File: src/rtl/wb_pkg.sv
// Shared constants and the write-back request record used by the arbiter and its load queue.
package wb_pkg;

   localparam int XLEN      = 64;
   localparam int NREGS     = 32;
   localparam int REG_AW    = 5;
   localparam int LDQ_DEPTH = 2;

   typedef struct packed {
      logic [REG_AW-1:0] rd;
      logic [XLEN-1:0]   data;
   } wb_req_t;

endpackage

File: src/rtl/wb_ldq.sv
// Load-result FIFO: wrap-around pointers, occupancy count, head always visible.
module wb_ldq
   import wb_pkg::*;
#(
   parameter int DEPTH = LDQ_DEPTH,
   parameter int CW    = 2
) (
   input  logic          clk,
   input  logic          reset,
   input  logic          push,
   input  wb_req_t       push_data,
   input  logic          pop,
   output wb_req_t       head,
   output logic [CW-1:0] count
);

   localparam int PW = (DEPTH > 1) ? $clog2(DEPTH) : 1;

   wb_req_t       mem [DEPTH];
   logic [PW-1:0] wr_ptr;
   logic [PW-1:0] rd_ptr;

   function automatic logic [PW-1:0] bump(input logic [PW-1:0] p);
      return (32'(p) == DEPTH - 1) ? '0 : p + PW'(1);
   endfunction

   assign head = mem[rd_ptr];

   // The caller never pushes when full nor pops when empty.
   always_ff @(posedge clk) begin
      if (reset) begin
         wr_ptr <= '0;
         rd_ptr <= '0;
         count  <= '0;
      end else begin
         if (push) wr_ptr <= bump(wr_ptr);
         if (pop)  rd_ptr <= bump(rd_ptr);
         case ({push, pop})
            2'b10:   count <= count + CW'(1);
            2'b01:   count <= count - CW'(1);
            default: count <= count;
         endcase
      end
   end

   always_ff @(posedge clk) begin
      if (push) mem[wr_ptr] <= push_data;
   end

endmodule

File: src/rtl/wb_arbiter.sv
// Write-back arbiter: merges ALU and load results onto one register-file write port
// and tracks outstanding destinations in a pending-bit scoreboard.
module wb_arbiter #(
   parameter int XLEN      = wb_pkg::XLEN,
   parameter int NREGS     = wb_pkg::NREGS,
   parameter int LDQ_DEPTH = wb_pkg::LDQ_DEPTH
) (
   input  logic            clk,
   input  logic            reset,
   input  logic            issue_valid,
   input  logic [4:0]      issue_rd,
   input  logic            alu_valid,
   output logic            alu_ready,
   input  logic [4:0]      alu_rd,
   input  logic [XLEN-1:0] alu_data,
   input  logic            ld_valid,
   output logic            ld_ready,
   input  logic [4:0]      ld_rd,
   input  logic [XLEN-1:0] ld_data,
   output logic            rf_we,
   output logic [4:0]      rf_waddr,
   output logic [XLEN-1:0] rf_wdata,
   input  logic [4:0]      rs1,
   input  logic [4:0]      rs2,
   output logic            rs1_busy,
   output logic            rs2_busy,
   output logic [1:0]      ldq_count
);

   import wb_pkg::*;

   wb_req_t          ld_req;
   wb_req_t          ldq_head;
   wb_req_t          sel;
   logic             sel_valid;
   logic             ldq_pop;
   logic             ld_acc;
   logic             alu_acc;
   logic [NREGS-1:0] pending;
   logic [NREGS-1:0] pend_set;
   logic [NREGS-1:0] pend_clr;

   // Readies depend only on queue occupancy, never on the offered valids.
   assign ld_ready  = (32'(ldq_count) < LDQ_DEPTH);
   assign alu_ready = (ldq_count == '0);
   assign ld_acc    = ld_valid && ld_ready;
   assign alu_acc   = alu_valid && alu_ready;

   assign ld_req.rd   = ld_rd;
   assign ld_req.data = ld_data;

   wb_ldq #(
      .DEPTH (LDQ_DEPTH),
      .CW    (2)
   ) u_ldq (
      .clk       (clk),
      .reset     (reset),
      .push      (ld_acc),
      .push_data (ld_req),
      .pop       (ldq_pop),
      .head      (ldq_head),
      .count     (ldq_count)
   );

   // Queued loads drain first so older results are never overtaken.
   always_comb begin
      sel_valid = 1'b0;
      sel       = '0;
      ldq_pop   = 1'b0;
      if (ldq_count != '0) begin
         sel_valid = 1'b1;
         sel       = ldq_head;
         ldq_pop   = 1'b1;
      end else if (alu_acc) begin
         sel_valid = 1'b1;
         sel.rd    = alu_rd;
         sel.data  = alu_data;
      end
   end

   always_comb begin
      pend_set = '0;
      pend_clr = '0;
      if (sel_valid && sel.rd != '0)         pend_clr[sel.rd]   = 1'b1;
      if (issue_valid && issue_rd != '0)     pend_set[issue_rd] = 1'b1;
   end

   assign rs1_busy = (rs1 != '0) && pending[rs1];
   assign rs2_busy = (rs2 != '0) && pending[rs2];

   always_ff @(posedge clk) begin
      if (reset) begin
         pending  <= '0;
         rf_we    <= 1'b0;
         rf_waddr <= '0;
         rf_wdata <= '0;
      end else begin
         pending <= (pending & ~pend_clr) | pend_set;
         rf_we   <= sel_valid && (sel.rd != '0);
         if (sel_valid) begin
            rf_waddr <= sel.rd;
            rf_wdata <= sel.data;
         end
      end
   end

endmodule

File: config.mk
export PLATFORM = sky130hd
export DESIGN_NAME = wb_arbiter
export DESIGN_NICKNAME = d
export VERILOG_FILES = /design/src/rtl/wb_pkg.sv /design/src/rtl/wb_ldq.sv /design/src/rtl/wb_arbiter.sv
export SDC_FILE = /design/constraint.sdc
export NUM_CORES = 1
export LEC_CHECK = 0
export ABC_AREA = 1
export CAP_MARGIN = 40
export CORE_MARGIN = 2
export CORE_UTILIZATION = 46
export DETAILED_ROUTE_END_ITERATION = 8
export PLACE_DENSITY = 0.86
export SETUP_SLACK_MARGIN = 0.15
export SLEW_MARGIN = 20
export SYNTH_ARGS = -nofsm -noshare
export SYNTH_HDL_FRONTEND = slang
export SYNTH_HIERARCHICAL = 1
export SYNTH_SLANG_ARGS = --single-unit
File: constraint.sdc
create_clock -name clk -period 4.1 [get_ports clk]
set_input_delay 0.41 -clock clk [delete_from_list [all_inputs] [get_ports clk]]
set_output_delay 0.41 -clock clk [all_outputs]
set_load 0.1 [all_outputs]
==> flow_metrics.env <==
export IMPL_status="complete, no violations"
export IMPL_slew_viol_final=0
export IMPL_worstMarginPinSlew_ps=814
export IMPL_cts_setup_buffers=0
export IMPL_nets=1606
export IMPL_placed_area_mm2=0.0146
export IMPL_hold_buffers=0
export IMPL_rsz0062_at_grt="no"
export IMPL_timing_critical_path_cells="nor2_2 -> clkdlybuf4s50_1 -> buf_8"
export IMPL_vias_per_cell=5.13
export IMPL_wl_per_cell_um=18.1
export IMPL_top_layer_used="met4"
export IMPL_ys_top_cells_by_area="edfxtp_1 (39%), dfxtp_1 (20%), nand2_1 (14%)"
export IMPL_final_area_mm2=0.0154
export IMPL_die_area_mm2=0.0246
export IMPL_synth_cells=1148
export IMPL_htree_levels=1
export IMPL_grt_start_max_net_pins=65
export IMPL_fp_dieH_um=157
export IMPL_grt_pass1_wl_um=48700
export IMPL_cp_required_ps=3690
export IMPL_endpoint_kind="output port"
export IMPL_pwr_share_clk=0.196
export IMPL_leakagePower_nw=6.53
export IMPL_cts_root_buf="clkbuf_16"
export IMPL_internal_power_mw=6.52
export IMPL_combPwrFrac=0.512
export IMPL_gp_congestion=0.923
export IMPL_rows=55
export IMPL_portBuffers=233
export IMPL_fp_dieW_um=157
export IMPL_grt_total_usage=0.256
export IMPL_drc=0
export IMPL_dr_wl_met2_um=16500
export IMPL_path_clk_slew_ps=70
export IMPL_dr_pass1_iters=6
export IMPL_setup_tns_ps=0
export IMPL_synth_seq_cells=245
export IMPL_wirelength_um=32200
export IMPL_cts_resized=0
export IMPL_cellPowerDensity_mw_per_mm2=748
export IMPL_regArea_mm2=0.00629
export IMPL_synth_top_area_frac=0.386
export IMPL_cap_violations=0
export IMPL_slowest_stage="clkdlybuf4s50_1"
export IMPL_syn_cell_area_mm2=0.0107
export IMPL_ir_worst_vdd_mv=0.557
export IMPL_cp_max_fo=11
export IMPL_slew_headroom=0.457
export IMPL_hold_violations=0
export IMPL_synth_largest_area_cell="edfxtp_1"
export IMPL_final_period_utilization=0.653
export IMPL_synth_cell_types=27
export IMPL_cpPeakStageDelay_ps=640
export IMPL_arrival_ps=2270
export IMPL_hpwl_um=23000
export IMPL_cts_path_max_buffers=3
export IMPL_clock_skew_ps=10.7
export IMPL_period_needed_ps=2680
export IMPL_yosysSeqAreaShare=0.585
export IMPL_grt_pass1_vias=9366
export IMPL_avgSynthCellArea_um2=9.36
export IMPL_drt_iter0_markers=656
export IMPL_switching_share=0.434
export IMPL_multiInputGateArea_mm2=0.00361
export IMPL_area_delta_synth_final_pct=43.2
export IMPL_grt_overflow=0
export IMPL_vias=9143
export IMPL_start_util=0.472
export IMPL_wl_met3_um=2470
export IMPL_antenna_found_initial=3
export IMPL_setup_violations_final=0
export IMPL_cts_tree="done"
export IMPL_clock_sinks=245
export IMPL_clock_latency_ps=510
export IMPL_synth_fp_nets=1307
export IMPL_max_freq_mhz=374
export IMPL_synth_warnings=6
export IMPL_cts_buffers=25
export IMPL_pwr_share_seq=0.292
export IMPL_power_switching_mw=4.99
export IMPL_drive_gt1_frac=0.153
export IMPL_worstHoldPathType="reg2reg"
export IMPL_start_kind="flop"
export IMPL_antenna_left=0
export IMPL_path_class="reg2out"
export IMPL_ioPinCount=234
export IMPL_core_area_mm2=0.0228
export IMPL_wl_met1_um=11800
export IMPL_fillers=1593
synthesized netlist by cell type (all sizes together):
cell    count
nand2     415
inv       140
edfxtp    138
nand3     116
dfxtp     107
mux2       69
buf        42
a21oi      35
nor2       27
o21ai      26
o211ai     13
clkbuf      6
nor3        4
clkinv      3
nand4       3
nor4        2
ha          1
xnor2       1
worst max-delay path: cells and delay by family (launching register included):
family,cells,cell delay [ps]
and+or+nand+nor,1,540
DFF,1,370
buffers and inverters,2,840
power groups by stage:
stage / registers [mW] / logic, mW / clock network, mW
floorplan: 5.14 / 1.89 / 0
global placement: 3.37 / 4.71 / 0
detailed placement: 3.40 / 5.85 / 0
CTS: 3.36 / 5.90 / 2.28
global route: 3.40 / 6.17 / 2.38
finish: 3.36 / 5.90 / 2.25
cells by family (layout without fill, tap and decap cells):
family	Yosys count	in the layout	synth area share
simple gates	567	567	0.218
flops	245	245	0.585
buf+inv	191	509	0.0801
compound gates	74	74	0.0396
mux	69	69	0.0758
fa+ha+maj	1	1	0.00116
xor+xnor	1	1	0.000815
other cells	0	3	0
layout by cell type, fill, tap and decap left out, drive strengths merged:
cell,instances
o211ai,13
a21oi,35
nand2,415
xnor2,1
o21ai,26
mux2,69
clkdlybuf4s50,231
nand4,3
nand3,116
nor4,2
diode,3
ha,1
inv,144
edfxtp,138
bufinv,3
nor2,27
nor3,4
dfxtp,107
clkinvlp,2
buf,89
clkbuf,30
clkinv,10
final cells by class:
type | count | area share
sequential | 245 | 0.409
timing repair buffer | 320 | 0.244
multi-input combinational | 712 | 0.234
clock buffer | 30 | 0.0419
inverter | 143 | 0.0350
tap | 313 | 0.0254
clock inverter | 16 | 0.0107
antenna | 3 | 0.000488
layer usage:
layer  global-route usage  up-vias
li1                     -     4329
met1                0.286     4322
met2                0.464      402
met3               0.0529       90
met4                0.123        0
met5                    0        -
worst paths after layout:
kind / startpoint / endpoint / slack (ps) / cells past startpoint
max: u_ldq/count[1]$_SDFFE_PP0P_ / alu_ready / 1420 / 3
min: pending[8]$_SDFF_PP0_ / pending[8]$_SDFF_PP0_ / 470 / 2
max reg2reg: u_ldq/count[1]$_SDFFE_PP0P_ / u_ldq/count[1]$_SDFFE_PP0P_ / 1440 / 9
min reg2reg: pending[8]$_SDFF_PP0_ / pending[8]$_SDFF_PP0_ / 470 / 2
sequential cells by signal, summed over array words and instances (netlist names), named ones only:
register	flops
u_ldq/mem	138
u_ldq/count	2
rf_wdata	64
rf_we	1
u_ldq/rd_ptr	1
u_ldq/wr_ptr	1
pending	32
rf_waddr	5
through the flow:
| step | instances | util | setup slack, ps | total power [mW] | hold slack, ps |
|---|---|---|---|---|---|
| finish | 1782 | 0.676 | 1420 | 11.5 | 469 |
| floorplan | 1148 | - | 820 | 7.03 | 429 |
| detailed placement | 1732 | 0.639 | 1400 | 9.25 | 458 |
| global route | 1782 | 0.676 | 1230 | 12.0 | 459 |
| CTS | 1778 | 0.675 | 1420 | 11.5 | 457 |
| global placement | 1657 | 0.582 | 1450 | 8.07 | 458 |
No activity file was read; power rests on OpenSTA's default activity.
==> edit 1, RTL diff (config.mk and constraints unchanged) <==
The package constant `LDQ_DEPTH` goes from 2 to 1.
--- a/src/rtl/wb_pkg.sv
+++ b/src/rtl/wb_pkg.sv
@@ -4,7 +4,7 @@
    localparam int XLEN      = 64;
    localparam int NREGS     = 32;
    localparam int REG_AW    = 5;
-   localparam int LDQ_DEPTH = 2;
+   localparam int LDQ_DEPTH = 1;
 
    typedef struct packed {
       logic [REG_AW-1:0] rd;
Function: changed (a bounded check fails within 4 cycles, from zero or initial values and one cycle with reset high).
==> edit 1 against the unedited design <==
- clock power down 23%
- global-route usage is 12 points higher
- cell area shrank 20%
- worst hold slack lost 0.0067 ns
- total power decreased by 19%
- non-clock buffer count shrank 4
- sequential cell count down 72
- setup slack gained 0.0049 ns
- area after synthesis is 29% lower
- routed wire length rose by 0.55%
==> edit 1: results (changes against the unedited design) <==
| Metric | Value |
|---|---|
| Outcome | finished clean |
| Dpl ws | 1.45 ns (+0.0497 ns) |
| Vias in the first global route | 8704 (-7.1%) |
| GRT Util Overall | 0.372 (+0.116) |
| Proportion of synthesized area in mux cells | 0 (-0.0758) |
| Met3 wire length | 3200 µm (+29%) |
| Critical path peak fanout | 25 (+14) |
| First-pass GRT wire length | 49100 µm (+0.78%) |
| Crit path capture | rs1_busy |
| Metal2 WL | 15700 µm (-5.1%) |
| Synth unique cells | 24 (-11%) |
| Post-synth top cells | nand2_1, inv_1, nand3_1 |
| Worst-Margin Slew | 0.762 ns (-0.0524 ns) |
| Gates resized, CTS repair | 0 (unchanged) |
| Detailed Routing Iterations Pass 1 | 7 (+1) |
| Iter 0 DRT Violations | 943 (+44%) |
| Routed len/inst | 21.3 µm (+18%) |
| CP max stage delay | 0.46 ns (-0.18 ns) |
| Slowest cell on crit path | clkdlybuf4s50_1 |
| Antenna violations before repair | 1 (-2) |
| Non-Filler Instances | 1520 (-15%) |
| Filler cell count in the final layout | 955 (-40%) |
| Met1 Routed Length | 10800 µm (-8.2%) |
| Layout cells sized above 1 | 0.102 (-0.0504) |
| Hold endpoint | pending[8]$_SDFF_PP0_ |
| Most common flop cell mapped by yosys | dfxtp_1 |
| Crit path launch | rs1[0] |
| Ranking of synthesized cells by area | dfxtp_1, edfxtp_1, nand2_1, nand3_1, inv_1 |
| Post-synth EDFFs | 69 (-50%) |
| Met2 GRT Util | 0.626 (+0.162) |
| HPWL after DPL | 21100 µm (-8.4%) |
| Post-synthesis adder-cell area fraction | 0.00164 (+0.000475) |
| Biggest registers after layout | u_ldq/mem (69), rf_wdata (64), pending (32) |
| Synth Area in XOR/XNOR | 0 (-0.000815) |
| Via count | 8416 (-8.0%) |
| RD Place Congestion | 0.963 (+4.3%) |
| Num CTS Buffers | 17 (-32%) |
| Area of the multi-input gates | 0.00272 mm² (-25%) |
| Deepest clock path buffer count | 2 (-1) |
| Mapped Cells | 991 (-14%) |
| Clock Skew | 0.0135 ns (+0.00287 ns) |
| Register area share after synthesis | 0.544 (-0.0407) |
| Met3 Resource Use GR | 0.120 (+0.0674) |
| Syn nets | 1150 (-12%) |
| Worst flop-to-flop path endpoint | rf_wdata[28]$_SDFFE_PP0P_ |
| Clk_lat worst skew | 0.45 ns (-0.06 ns) |
| R2R cell count | 8 (-1) |
| Synth Area in Compound Gates | 0.0548 (+0.0152) |
| H-tree levels | 4 (+3) |
| P_leak | 5.56 nW (-15%) |
| GRT met1 Usage | 0.392 (+0.106) |
| Hold Slack | 0.463 ns (-0.00672 ns) |
| Largest net degree at the start of global routing | 74 (+14%) |
| VDD IR-drop max | 0.524 mV (-5.9%) |
==> edit 1: worst register-to-register path, stage by stage (launching register included) <==
cell	delay (ns)
dfxtp_1	0.39
nor2_2	0.47
nand2_1	0.25
inv_2	0.56
buf_4	0.43
nand2_1	0.16
nand3_1	0.13
nand2_1	0.07
inv_1	0.06
==> edit 1: power breakdown <==
group | total, mW | internal, mW | switching (mW) | leakage [nW]
sequential | 2.41 | 2.20 | 0.211 | 1.51
clock | 1.74 | 0.987 | 0.756 | 0.295
combinational | 5.21 | 1.80 | 3.41 | 3.75
==> edit 1: cell type report <==
type | count | share of cell area
Sequential cell | 173 | 0.337
Timing Repair Buffer | 316 | 0.327
Multi-Input combinational cell | 637 | 0.220
Inverter | 141 | 0.0433
Clock buffer | 18 | 0.0356
Tap cell | 220 | 0.0223
Clock inverter | 14 | 0.0147
Antenna cell | 1 | 0.000203
==> edit 2, RTL diff (same flow settings) <==
Without the edit above. Register the output `ldq_count`; this adds one clock of latency there. The other outputs are not delayed to match.
--- a/src/rtl/wb_arbiter.sv
+++ b/src/rtl/wb_arbiter.sv
@@ -29,6 +29,8 @@
 
    import wb_pkg::*;
 
+   logic [1:0] ldq_count_d;
+
    wb_req_t          ld_req;
    wb_req_t          ldq_head;
    wb_req_t          sel;
@@ -41,8 +43,8 @@
    logic [NREGS-1:0] pend_clr;
 
    // Readies depend only on queue occupancy, never on the offered valids.
-   assign ld_ready  = (32'(ldq_count) < LDQ_DEPTH);
-   assign alu_ready = (ldq_count == '0);
+   assign ld_ready  = (32'(ldq_count_d) < LDQ_DEPTH);
+   assign alu_ready = (ldq_count_d == '0);
    assign ld_acc    = ld_valid && ld_ready;
    assign alu_acc   = alu_valid && alu_ready;
 
@@ -59,7 +61,7 @@
       .push_data (ld_req),
       .pop       (ldq_pop),
       .head      (ldq_head),
-      .count     (ldq_count)
+      .count     (ldq_count_d)
    );
 
    // Queued loads drain first so older results are never overtaken.
@@ -67,7 +69,7 @@
       sel_valid = 1'b0;
       sel       = '0;
       ldq_pop   = 1'b0;
-      if (ldq_count != '0) begin
+      if (ldq_count_d != '0) begin
          sel_valid = 1'b1;
          sel       = ldq_head;
          ldq_pop   = 1'b1;
@@ -104,5 +106,9 @@
       end
    end
 
+   always_ff @(posedge clk) begin
+      ldq_count <= ldq_count_d;
+   end
+
 endmodule
 
Behaviour: not the same (Yosys sat finds a counterexample within 4 cycles, from zero or initial values and one cycle with reset high).
==> edit 2 against the unedited design <==
- clock skew up 0.0013 ns
- area after synthesis shrank 0.26%
- non-clock buffer count increased by 2
- setup slack worse by 0.083 ns
- via count up 2.4%
- total power increased by 0.18%
- first-iteration DRC count up 16%
- utilization fell by 0.10 points
- sequential cell count grew 2
- cell area decreased by 0.15%
- count of clock-buffer cells in the layout increased by 7
- routed wire length rose by 1.4%
- sequential power rose by 1%
- critical path type is now input port to output pin
- largest power group unchanged
==> edit 2: results (changes against the unedited design) <==
| Metric | Value |
|---|---|
| Iter 0 DRT Violations | 760 (+16%) |
| Filler cell count in the final layout | 1549 (-2.8%) |
| Met1 Routed Length | 11700 µm (-0.88%) |
| Clock transition at path regs | 0.05 ns (-0.02 ns) |
| Outcome | finished clean |
| R2R cell count | 7 (-2) |
| Area of the multi-input gates | 0.00360 mm² (about the same) |
| Synth unique cells | 29 (+7.4%) |
| P_leak | 6.54 nW (about the same) |
| VDD IR-drop max | 0.640 mV (+15%) |
| Met3 Resource Use GR | 0.0598 (+0.00692) |
| CP max stage delay | 0.80 ns (+0.16 ns) |
| Via count | 9364 (+2.4%) |
| Worst r2r src | u_ldq/count[0]$_SDFFE_PP0P_ |
| Nets | 1616 (+0.62%) |
| Hold Slack | 0.464 ns (-0.00515 ns) |
| Period utilization | 0.673 (+0.0202) |
| Hold wc startpoint | pending[27]$_SDFF_PP0_ |
| Layout cells sized above 1 | 0.146 (-0.00646) |
| Hold endpoint | pending[27]$_SDFF_PP0_ |
| Worst flop-to-flop path endpoint | rf_wdata[52]$_SDFFE_PP0P_ |
| Detailed Routing Iterations Pass 1 | 5 (-1) |
| Syn avg cell area | 9.27 µm² (-0.95%) |
| Crit path launch | rs1[0] |
| Placed Cells | 1741 (+0.52%) |
| RD Place Congestion | 0.926 (+0.31%) |
| Arrival time worst endpoint | 2.35 ns (+0.08 ns) |
| Register area share after synthesis | 0.590 (+0.00524) |
| Synthesis Warnings | 6 (unchanged) |
| Antenna violations before repair | 4 (+1) |
| Syn nets | 1315 (+0.61%) |
| Routed WL | 32600 µm (+1.4%) |
| Metal2 WL | 16600 µm (+0.89%) |
| Dpl ws | 1.39 ns (-0.0131 ns) |
| Met3 wire length | 2440 µm (-1.2%) |
| Critical path peak fanout | 14 (+3) |
| Routed len/inst | 18.2 µm (+0.82%) |
| Vias in the first global route | 9767 (+4.3%) |
| Post-synth top cells | nand2_1, edfxtp_1, inv_1 |
| Worst-Margin Slew | 0.774 ns (-0.0398 ns) |
| Ranking of synthesized cells by area | edfxtp_1, dfxtp_1, nand2_1, mux2_2, nand3_1 |
| Largest net degree at the start of global routing | 44 (-32%) |
| HPWL after DPL | 23000 µm (about the same) |
edit 2: cell count changes after synthesis, sizes merged, moves of 4 or more:
cell / delta
buf: -5
clkbuf: +5
o21ai: -4
nor2: +4
nand2: +9
inv: -5
edit 2: area by class of cell:
type,count,share of cell area
flip-flops and latches,247,0.412
repair buffers,322,0.240
multi-input cells,722,0.235
clock buffers,37,0.0469
inverters,139,0.0339
well taps,313,0.0255
clock inverters,9,0.00635
diodes,3,0.000488
edit 2: logic make-up (layout without fill, tap and decap cells):
family / Yosys count / in the layout / synth area share
simple gates: 581 / 581 / 0.222
xor+xnor: 1 / 1 / 0.000817
mux: 69 / 69 / 0.0760
flops: 247 / 247 / 0.590
buf+inv: 187 / 507 / 0.0742
compound gates: 70 / 70 / 0.0360
other cells: 0 / 3 / 0
fa+ha+maj: 1 / 1 / 0.00117
edit 2: power by group:
part           total (mW)  internal, mW  switching, mW
sequential           3.40          3.13          0.275
combinational        5.86          2.06           3.80
clock                2.26          1.34          0.923
